**src/rtl/packet_action_egress.sv**
```systemverilog
// Egress stage of the packet FIFO: decodes the per-packet action and
// forwards, rewrites, punts or drops the byte stream behind it.
module packet_action_egress #(
   parameter int ACTION_W  = 64,
   parameter int NUM_PORTS = 4,
   parameter int PORT_W    = $clog2(NUM_PORTS),
   parameter int PUNT_PORT = NUM_PORTS - 1
) (
   input  logic                clk,
   input  logic                rst_n,
   input  logic                in_valid,
   input  logic [7:0]          in_data,
   input  logic                in_last,
   output logic                in_ready,
   input  logic                in_sop,
   input  logic [ACTION_W-1:0] in_action,
   output logic                out_valid,
   output logic [7:0]          out_data,
   output logic                out_last,
   output logic                out_sop,
   output logic [PORT_W-1:0]   out_port,
   input  logic                out_ready,
   output logic [31:0]         fwd_cnt,
   output logic [31:0]         drop_cnt,
   output logic                proto_err
);

   typedef enum logic [1:0] {
      IDLE = 2'd0,
      XFER = 2'd1,
      DROP = 2'd2
   } state_t;

   localparam logic [1:0] OP_DROP = 2'd0;
   localparam logic [1:0] OP_FWD  = 2'd1;
   localparam logic [1:0] OP_RW   = 2'd2;
   localparam logic [1:0] OP_PUNT = 2'd3;

   localparam logic [4:0]        NP5    = 5'(NUM_PORTS);
   localparam logic [PORT_W-1:0] PUNT_P = PORT_W'(PUNT_PORT);

   state_t              state;
   state_t              state_nxt;
   logic [1:0]          op_q;
   logic [PORT_W-1:0]   port_q;
   logic [47:0]         mac_q;
   logic [2:0]          byte_idx;

   logic [1:0]          sop_op;
   logic [3:0]          sop_port;
   logic                sop_drop;
   logic [PORT_W-1:0]   sop_port_sel;
   logic                acc;
   logic [47:0]         mac_sh;
   logic [7:0]          byte_out;
   logic                unused_bits;

   assign sop_op   = in_action[1:0];
   assign sop_port = in_action[7:4];
   assign sop_drop = (sop_op == OP_DROP) ||
                     (((sop_op == OP_FWD) || (sop_op == OP_RW)) &&
                      ({1'b0, sop_port} >= NP5));
   assign sop_port_sel = (sop_op == OP_PUNT) ? PUNT_P
                                             : sop_port[PORT_W-1:0];
   assign unused_bits = ^{in_action[15:8], in_action[3:2]};

   generate
      if (ACTION_W > 64) begin : g_wide
         logic unused_hi;
         assign unused_hi = ^in_action[ACTION_W-1:64];
      end
   endgenerate

   assign acc = in_valid && in_ready;

   // MAC byte 0 sits in the top byte, so shift it up into [47:40]
   assign mac_sh   = mac_q << {byte_idx, 3'b000};
   assign byte_out = ((op_q == OP_RW) && (byte_idx < 3'd6)) ? mac_sh[47:40]
                                                          : in_data;

   always_comb begin
      state_nxt = state;
      unique case (state)
         IDLE: if (in_sop) state_nxt = sop_drop ? DROP : XFER;
         XFER: if (acc && in_last) state_nxt = IDLE;
         DROP: if (acc && in_last) state_nxt = IDLE;
         default: state_nxt = IDLE;
      endcase
   end

   always_comb begin
      in_ready = 1'b0;
      unique case (state)
         XFER: in_ready = !out_valid || out_ready;
         DROP: in_ready = 1'b1;
         default: in_ready = 1'b0;
      endcase
   end

   always_ff @(posedge clk) begin
      if (!rst_n) begin
         state     <= IDLE;
         op_q      <= OP_DROP;
         port_q    <= '0;
         mac_q     <= '0;
         byte_idx  <= '0;
         out_valid <= 1'b0;
         out_data  <= '0;
         out_last  <= 1'b0;
         out_sop   <= 1'b0;
         out_port  <= '0;
         fwd_cnt   <= '0;
         drop_cnt  <= '0;
         proto_err <= 1'b0;
      end else begin
         state <= state_nxt;
         if (in_sop && (state == IDLE)) begin
            op_q     <= sop_op;
            port_q   <= sop_port_sel;
            mac_q    <= in_action[63:16];
            byte_idx <= '0;
            if (sop_drop && (drop_cnt != '1)) drop_cnt <= drop_cnt + 32'd1;
         end
         if (in_sop && (state != IDLE)) proto_err <= 1'b1;
         if ((state == XFER) && acc) begin
            out_valid <= 1'b1;
            out_data  <= byte_out;
            out_last  <= in_last;
            out_sop   <= (byte_idx == 3'd0);
            out_port  <= port_q;
            if (byte_idx != 3'd6) byte_idx <= byte_idx + 3'd1;
         end else if (out_ready) begin
            out_valid <= 1'b0;
         end
         if (out_valid && out_ready && out_last && (fwd_cnt != '1))
            fwd_cnt <= fwd_cnt + 32'd1;
      end
   end

endmodule

```
**config.mk**
```make
export PLATFORM = sky130hd
export DESIGN_NAME = packet_action_egress
export DESIGN_NICKNAME = d
export VERILOG_FILES = /design/src/rtl/packet_action_egress.sv
export SDC_FILE = /design/constraint.sdc
export NUM_CORES = 1
export LEC_CHECK = 0
export BUFFER_PORTS_ARGS = -buffer_cell sky130_fd_sc_hd__buf_2
export CORE_MARGIN = 3
export CORE_UTILIZATION = 30
export CTS_CLUSTER_DIAMETER = 30
export DETAILED_ROUTE_END_ITERATION = 16
export GPL_ROUTABILITY_DRIVEN = 0
export HOLD_SLACK_MARGIN = 0.08
export PLACE_DENSITY = 0.57
export SLEW_MARGIN = 20
export SYNTH_ARGS = -nofsm -noshare
export SYNTH_HDL_FRONTEND = slang
export SYNTH_SLANG_ARGS = --single-unit
```
**constraint.sdc**
```tcl
create_clock -name clk -period 5.59 [get_ports clk]
set_clock_uncertainty 0.05 [all_clocks]
set_input_delay 0.8385 -clock clk [delete_from_list [all_inputs] [get_ports clk]]
set_output_delay 0.8385 -clock clk [all_outputs]
set_load 0.01 [all_outputs]
```
==> impl_summary.log, run 1 <==
[metrics] status: finished clean
[metrics] Routed wire per std cell: between 15 and 20 um
[metrics] GR met1 Demand/Resource: 0.201
[metrics] source of the critical timing path: in_action[0]
[metrics] multiplexer area fraction after synthesis: 0.0753
[metrics] floorplan die area: between 0.02 and 0.025 mm^2
[metrics] floorplan die width: around 150 um
[metrics] wire length of the first global-routing pass: 28900 um
[metrics] net count after synthesis: 859
[metrics] maximum vdd ir drop: between 0.15 and 0.2 mV
[metrics] post-layout minimum cycle time: just over 3 ns
[metrics] sort of element at the end of the critical path: flop
[metrics] worst setup slack after layout: ~2.5 ns
[metrics] Core Rows: 52
[metrics] global-route met2 utilization: 0.236
[metrics] Synth Cell Area: roughly 0.0064 mm^2
[metrics] remaining antenna violation count after routing: 0
[metrics] IO Port Bufs: 146
[metrics] detailed placer's ending HPWL: around 12000 um
[metrics] post-detailed-routing wire length: ~18000 um
[metrics] startpoint of the most critical register-to-register path: state[0]
[metrics] PD cells: roughly 290 mW/mm^2
[metrics] crit share post-route: 0.545
[metrics] CTS root buf: clkbuf_16
[metrics] main flop type after synthesis: dfxtp_1
[metrics] combinational family with the most area after synthesis: simple AND/OR/NAND/NOR gates
[metrics] Critical Path Fanout Max: 20
[metrics] Leakage: 0.00306 uW
[metrics] area growth from synthesis to layout: 22.6%
[metrics] post-route standard cell area excluding fillers: about 0.0079 mm^2
[metrics] RSZ-0062 raised after global routing: no
[metrics] transition time at the pin with the least slew margin: slightly above 1 ns
[metrics] average footprint of a synthesized cell: 8.31 um^2
[metrics] number of unique standard cell types used by synthesis: 46
[metrics] share of the synthesized area in compound gates (AO/OA/AOI/OAI): 0.149
[metrics] post-DR vias/cell: around 5.1
[metrics] simple-gate share of the synthesized area: 0.264
[metrics] initial drt markers: roughly 320
[metrics] clock tree sinks: 135
[metrics] path category of the worst min-delay check: flop to flop
[metrics] cell taking the most area after synthesis: dfxtp_1
[metrics] kind of start point of the critical path: input port
[metrics] instance count along the most critical hold path: 2
[metrics] flop-to-flop setup slack: roughly 2.6 ns
[metrics] Layout fillers: roughly 2.2k
[metrics] count of flip-flops with a built-in enable after synthesis: 0
[metrics] most used standard cell by instance count after synthesis: nand2_1
[metrics] cell depth of the worst flop-to-flop path: 8
[metrics] Max-Slew Margin vs Limit: 0.313
[metrics] final-stage net count: 981
[metrics] pin count of the biggest net entering global routing: 72
[metrics] final setup vio count: 0
[metrics] Tot GR Track Use: 0.151
[metrics] critical path class: input port to flop
[metrics] grt peak-use layer: met2
[metrics] # resized after CTS: 0
[metrics] Max Fclk: roughly 0.33 GHz
[metrics] number of antenna violations at the first check in global routing: 0
[metrics] Max Cap Viol: 0
[metrics] via count: 5945
[metrics] max incr delay on CP: about 0.7 ns
[metrics] worst min-delay path startpoint: out_data[5]
[metrics] Synth async-reset ratio: 0
[metrics] Final Max Tran Viols: 0
[metrics] starting utilization of the core area: 0.311
[metrics] # IOs: around 160
[metrics] data required time at the worst endpoint: ~6 ns
[metrics] Crit path arrival time: 3.34 ns
[metrics] overflow left after global routing: 0
[metrics] synth top area cells: dfxtp_1 42%, nand2_1 10%, a21oi_1 7.4%
[metrics] Hold Crit Endpoint: out_data[5]
[metrics] synth cell count leaders: 179 x nand2_1, 135 x dfxtp_1, 95 x a21oi_1, 33 x clkbuf_1, 33 x nor2_1
[metrics] sequential-to-total area share from yosys stat: 0.422
[metrics] gate count after technology mapping: ~770
[metrics] diodes inserted: 0
[metrics] worst slack, placed: approximately 2.1 ns
[metrics] GR Layer Usage met3: 0.0443
[metrics] share of the synthesized area in the top cell type: 0.422
[metrics] FF-to-FF End: drop_cnt[21]
[metrics] number of buffers added to fix hold violations after cts: 0
[metrics] die outline height: 152 um
[metrics] xor/xnor share of the synthesized area: 0.0287
[metrics] count of warnings emitted by yosys: 0
[metrics] total iterations of the first detailed-routing run: 4
[metrics] Post-route DRC: 0
[metrics] Area after DPL: around 0.0073 mm^2
[metrics] Crit-path slowest cell: or4_1
[metrics] fraction of layout cells with a size suffix above 1: 0.231
[metrics] final number of hold-violating endpoints: 0
[metrics] area of the core region: a little over 0.02 mm^2
[metrics] CTS clock-pin slew for the worst setup and hold paths: approximately 0.06 ns
[metrics] CTS tree: yes
[metrics] deepest clock path buffer count: 2
[metrics] post-route setup TNS: 0 ns
[metrics] number of global-route vias before repair: approximately 5.6k
[metrics] number of storage elements in the synthesis netlist: roughly 140
[metrics] H-tree level count: 4
[metrics] insertion delay to the later sink of the worst-skew pair: 0.42 ns
[metrics] CTS buffer count: 17
[metrics] post-synthesis share of cell area spent on full adders, half adders and majority gates: 0.0195
[metrics] post-CTS setup buffer count: 0
[metrics] cells along the critical path: buf_2 -> inv_1 -> ha_1 -> o21ai_1 -> a2111oi_2 -> nand3_1 -> or4_1 -> a21oi_1
## placed cells by master (no fill, tap or decap), types with 17 or more instances in the layout
cell,n
a21oi_1,95
buf_2,146
clkbuf_16,17
dfxtp_1,135
mux2i_1,19
nand2_1,178
nand2b_1,18
nand3_1,22
nand4_1,21
nor2_1,33
o31ai_1,19
or4_1,19
xnor2_1,21
## worst max path at each step
stage	endpoint	slack (ns)
floorplan	drop_cnt[29]	2.92
global placement	drop_cnt[23]	2.13
detailed placement	drop_cnt[21]	2.09
CTS	drop_cnt[21]	2.52
global route	drop_cnt[29]	2.30
finish	drop_cnt[21]	2.55
## flip-flops by register name, indices dropped and copies added, names as in the netlist
signal / flops
op_q: 2
proto_err: 1
out_data: 8
drop_cnt: 32
fwd_cnt: 32
mac_q: 48
out_sop: 1
out_last: 1
state: 2
byte_idx: 3
out_port: 2
out_valid: 1
port_q: 2
## where the power goes
group	internal, uW	switching [uW]	leakage (uW)
clock	593	449	0.000258
combinational	72.4	123	0.00171
sequential	999	19.6	0.00110
total	1660	591	0.00306
## metrics by stage
stage	hold WS, ns	utilization	std cells	power, uW
after floorplan	0.382	-	771	1160
after global placement	0.390	0.354	1144	1230
after detailed placement	0.395	0.354	1144	1240
after CTS	0.404	0.381	1176	2290
after global routing	0.418	0.381	1176	2360
final	0.401	0.381	1176	2260
## area by class of cell
class,count,area [um^2],share of cell area
well taps,270,338,0.0430
clock inverters,13,96.3,0.0123
clock buffers,19,453,0.0576
repair buffers,151,768,0.0978
flip-flops and latches,135,2700,0.344
multi-input cells,573,3440,0.438
inverters,15,57.6,0.00732
## critical path: cells and delay by family
| family | cells | cell delay, ns |
|---|---|---|
| AO/OA/AOI/OAI | 3 | 0.80 |
| AND/OR/NAND/NOR | 2 | 1.27 |
| buffers and inverters | 2 | 0.14 |
| adder cells (fa/ha/maj) | 1 | 0.26 |
## cells by family (layout without fill, tap and decap cells)
family | Yosys count | count (layout)
buffers and inverters | 63 | 198
adder cells (fa/ha/maj) | 10 | 10
AND/OR/NAND/NOR | 348 | 348
AO/OA/AOI/OAI | 157 | 157
multiplexers | 37 | 37
XOR/XNOR | 21 | 21
flip-flops | 135 | 135
## per-layer routing
layer | share of wire | vias to the layer above
li1 | - | 3004
met1 | 0.47 | 2798
met2 | 0.46 | 120
met3 | 0.053 | 23
met4 | 0.020 | 0
met5 | 0 | -
Power figures use the tool's default switching activity.
==> inputs of run 2 (changes only) <==
- ABC_AREA: default -> 1
- PLACE_DENSITY: 0.57 -> 0.58
- clock period: 5.59 -> 2.8 ns (I/O delays scaled with it)
==> run 2 against run 1 <==
Net effect:
- routed wire length is 22% higher
- via count rose by 21%
- first-iteration DRC count is 50% higher
- sequential power grew 100%
- synthesized area rose by 14%
- global-route usage rose by 1.7 points
- clock-buffer cell count unchanged
- worst hold slack lost 0.20 ns
- register-to-register slack worse by 1.9 ns
- sequential cell count unchanged
- final cell count grew 34%
- utilization down 0.91 points
- largest power group unchanged
==> impl_summary.log, run 2 <==
[metrics] status: finished clean
[metrics] kind of start point of the critical path: flop
[metrics] gate count after technology mapping: about 1.1k
[metrics] # IOs: ~160
[metrics] overflow left after global routing: 0
[metrics] remaining antenna violation count after routing: 0
[metrics] footprint of the multi-input gates: between 0.004 and 0.005 mm^2
[metrics] share of the synthesized area in compound gates (AO/OA/AOI/OAI): 0.133
[metrics] main flop type after synthesis: dfxtp_1
[metrics] Tot GR Track Use: 0.168
[metrics] data required time at the worst endpoint: between 3 and 4 ns
[metrics] Routed wire per std cell: approximately 14 um
[metrics] post-route setup TNS: 0 ns
[metrics] number of storage elements in the synthesis netlist: between 100 and 150
[metrics] count of warnings emitted by yosys: 0
[metrics] RSZ-0062 raised after global routing: no
[metrics] cell depth of the worst flop-to-flop path: 8
[metrics] number of unique standard cell types used by synthesis: 36
[metrics] Area after DPL: 0.00827 mm^2
[metrics] wire length of the first global-routing pass: roughly 35000 um
[metrics] post-synthesis share of cell area spent on full adders, half adders and majority gates: 0.0172
[metrics] Critical Path Fanout Max: 43
[metrics] # resized after CTS: 0
[metrics] number of antenna violations at the first check in global routing: 0
[metrics] number of flip-flops under the largest register name: between 40 and 50
[metrics] fin util: 0.372
[metrics] floorplan die width: 162 um
[metrics] detailed placer's ending HPWL: ~16000 um
[metrics] clock tree sinks: ~140
[metrics] Post-route DRC: 0
[metrics] Core Rows: 56
[metrics] final setup vio count: 0
[metrics] number of buffers added to fix hold violations after cts: 0
[metrics] floorplan die area: roughly 0.026 mm^2
[metrics] simple-gate share of the synthesized area: 0.378
[metrics] most common cell after layout, fill and taps aside: nand2_1
[metrics] Synth Cell Area: between 0.007 and 0.008 mm^2
[metrics] pin count of the biggest net entering global routing: between 60 and 70
[metrics] commonest cells after routing, fill and taps aside: 299 x nand2_1, 234 x nor2_1, 146 x buf_2
[metrics] IO Port Bufs: about 150
[metrics] final-stage net count: ~1.3k
[metrics] Final Max Tran Viols: 0
[metrics] insertion delay to the later sink of the worst-skew pair: roughly 0.43 ns
[metrics] post-layout minimum cycle time: between 2 and 2.5 ns
[metrics] average footprint of a synthesized cell: 6.55 um^2
[metrics] synth top area cells: dfxtp_1 37%, nand2_1 15%, nor2_1 12%
[metrics] post-DR vias/cell: 4.59
[metrics] Layout fillers: about 2.6k
[metrics] Crit path arrival time: between 2 and 2.5 ns
[metrics] H-tree level count: 4
[metrics] CTS root buf: clkbuf_16
[metrics] Leakage: about 0.0036 uW
[metrics] register ranked first by flip-flop count: mac_q
[metrics] CTS clock-pin slew for the worst setup and hold paths: 0.06 ns
[metrics] via count: roughly 7.2k
[metrics] path category of the worst min-delay check: input port to flop
[metrics] area growth from synthesis to layout: 21.0%
[metrics] crit share post-route: 0.736
[metrics] area of the core region: roughly 0.024 mm^2
[metrics] deepest clock path buffer count: 2
[metrics] transition time at the pin with the least slew margin: between 0.7 and 0.8 ns
[metrics] fraction of layout cells with a size suffix above 1: 0.191
[metrics] worst slack, placed: just over 0.6 ns
[metrics] CTS tree: yes
[metrics] count of flip-flops with a built-in enable after synthesis: 0
[metrics] sort of element at the end of the critical path: flop
[metrics] number of global-route vias before repair: 7011
[metrics] cell taking the most area after synthesis: dfxtp_1
[metrics] combined flip-flop and latch cell area: between 0.002 and 0.003 mm^2
[metrics] final number of hold-violating endpoints: 0
[metrics] Max Fclk: between 0.4 and 0.5 GHz
[metrics] registers with the most flip-flops: mac_q x48, drop_cnt x32, fwd_cnt x32
[metrics] maximum vdd ir drop: between 0.3 and 0.4 mV
[metrics] multiplexer area fraction after synthesis: 0
[metrics] post-route standard cell area excluding fillers: approximately 0.0088 mm^2
[metrics] Max-Slew Margin vs Limit: 0.472
[metrics] total iterations of the first detailed-routing run: 5
[metrics] sequential-to-total area share from yosys stat: 0.371
[metrics] Max Cap Viol: 0
[metrics] starting utilization of the core area: 0.307
[metrics] post-detailed-routing wire length: 21800 um
[metrics] diodes inserted: 0
[metrics] die outline height: between 150 and 200 um
[metrics] instance count along the most critical hold path: 3
[metrics] CTS buffer count: 17
[metrics] worst setup slack after layout: 0.740 ns
[metrics] combinational family with the most area after synthesis: simple AND/OR/NAND/NOR gates
[metrics] xor/xnor share of the synthesized area: 0.0277
[metrics] net count after synthesis: ~1.2k
[metrics] post-CTS setup buffer count: 0
[metrics] synth cell count leaders: 299 x nand2_1, 234 x nor2_1, 135 x dfxtp_1, 70 x a21oi_1, 70 x inv_1
[metrics] Synth async-reset ratio: 0
[metrics] most used standard cell by instance count after synthesis: nand2_1
[metrics] share of the synthesized area in the top cell type: 0.371
[metrics] Tot Pwr: between 4000 and 5000 uW
[metrics] initial drt markers: 480
[metrics] critical path class: flop to flop
[metrics] PD cells: 527 mW/mm^2
run 2: cell types whose count changed after synthesis, sizes merged, moves of 12 or more:
cell | previous run | this run
inv | 15 | 74
nand2 | 179 | 319
xnor2 | 21 | 9
and4 | 12 | 0
nand2b | 18 | 0
a21oi | 95 | 81
xor2 | 0 | 14
nand4 | 22 | 6
mux2i | 19 | 0
nand3 | 22 | 45
or4 | 19 | 0
nor2 | 33 | 246
o21ai | 8 | 73
o31ai | 19 | 0
run 2: cell type report:
type / instances / share of cell area
multi-input combinational: 853 / 0.460
inverter: 74 / 0.0318
sequential: 135 / 0.307
clock buffer: 19 / 0.0492
clock inverter: 12 / 0.0122
timing repair buffer: 160 / 0.0949
tap: 319 / 0.0453
run 2: logic make-up (layout without fill, tap and decap cells):
| kind of cell | count (synthesis) | after routing |
|---|---|---|
| buf+inv | 122 | 265 |
| simple gates | 645 | 645 |
| xor+xnor | 23 | 23 |
| compound gates | 175 | 175 |
| flops | 135 | 135 |
| fa+ha+maj | 10 | 10 |
run 2: metal layers:
metal,GRT usage,wire length [um],vias up
li1,-,-,3790
met1,0.222,10700,3294
met2,0.277,10000,125
met3,0.0383,852,14
met4,0.0481,238,0
met5,0,0,-
run 2: worst paths after layout:
kind / from / endpoint / slack (ns)
max: state[0] / drop_cnt[8] / 0.74
min: in_action[45] / mac_q[29] / 0.20
max reg2reg: state[0] / drop_cnt[8] / 0.74
min reg2reg: mac_q[2] / mac_q[2] / 0.40
run 2: critical path, cell delays in order (launching register included):
cell     delay (ns)
dfxtp_1        0.32
inv_1          0.08
ha_1           0.19
nand2_2        0.14
inv_1          0.19
buf_4          0.46
nand3_4        0.29
nand2_1        0.15
a21oi_2        0.06
run 2: report_power, final:
part           internal [uW]  switching [uW]  total, uW
combinational            159             312        471
sequential              2020            45.3       2060
clock                   1210             899       2110
total                   3390            1260       4640
run 2: stage by stage:
stage,hold WS (ns),cells
global route,0.182,1572
global placement,0.389,1541
detailed placement,0.395,1541
floorplan,0.379,1110
CTS,0.182,1572
finish,0.202,1572
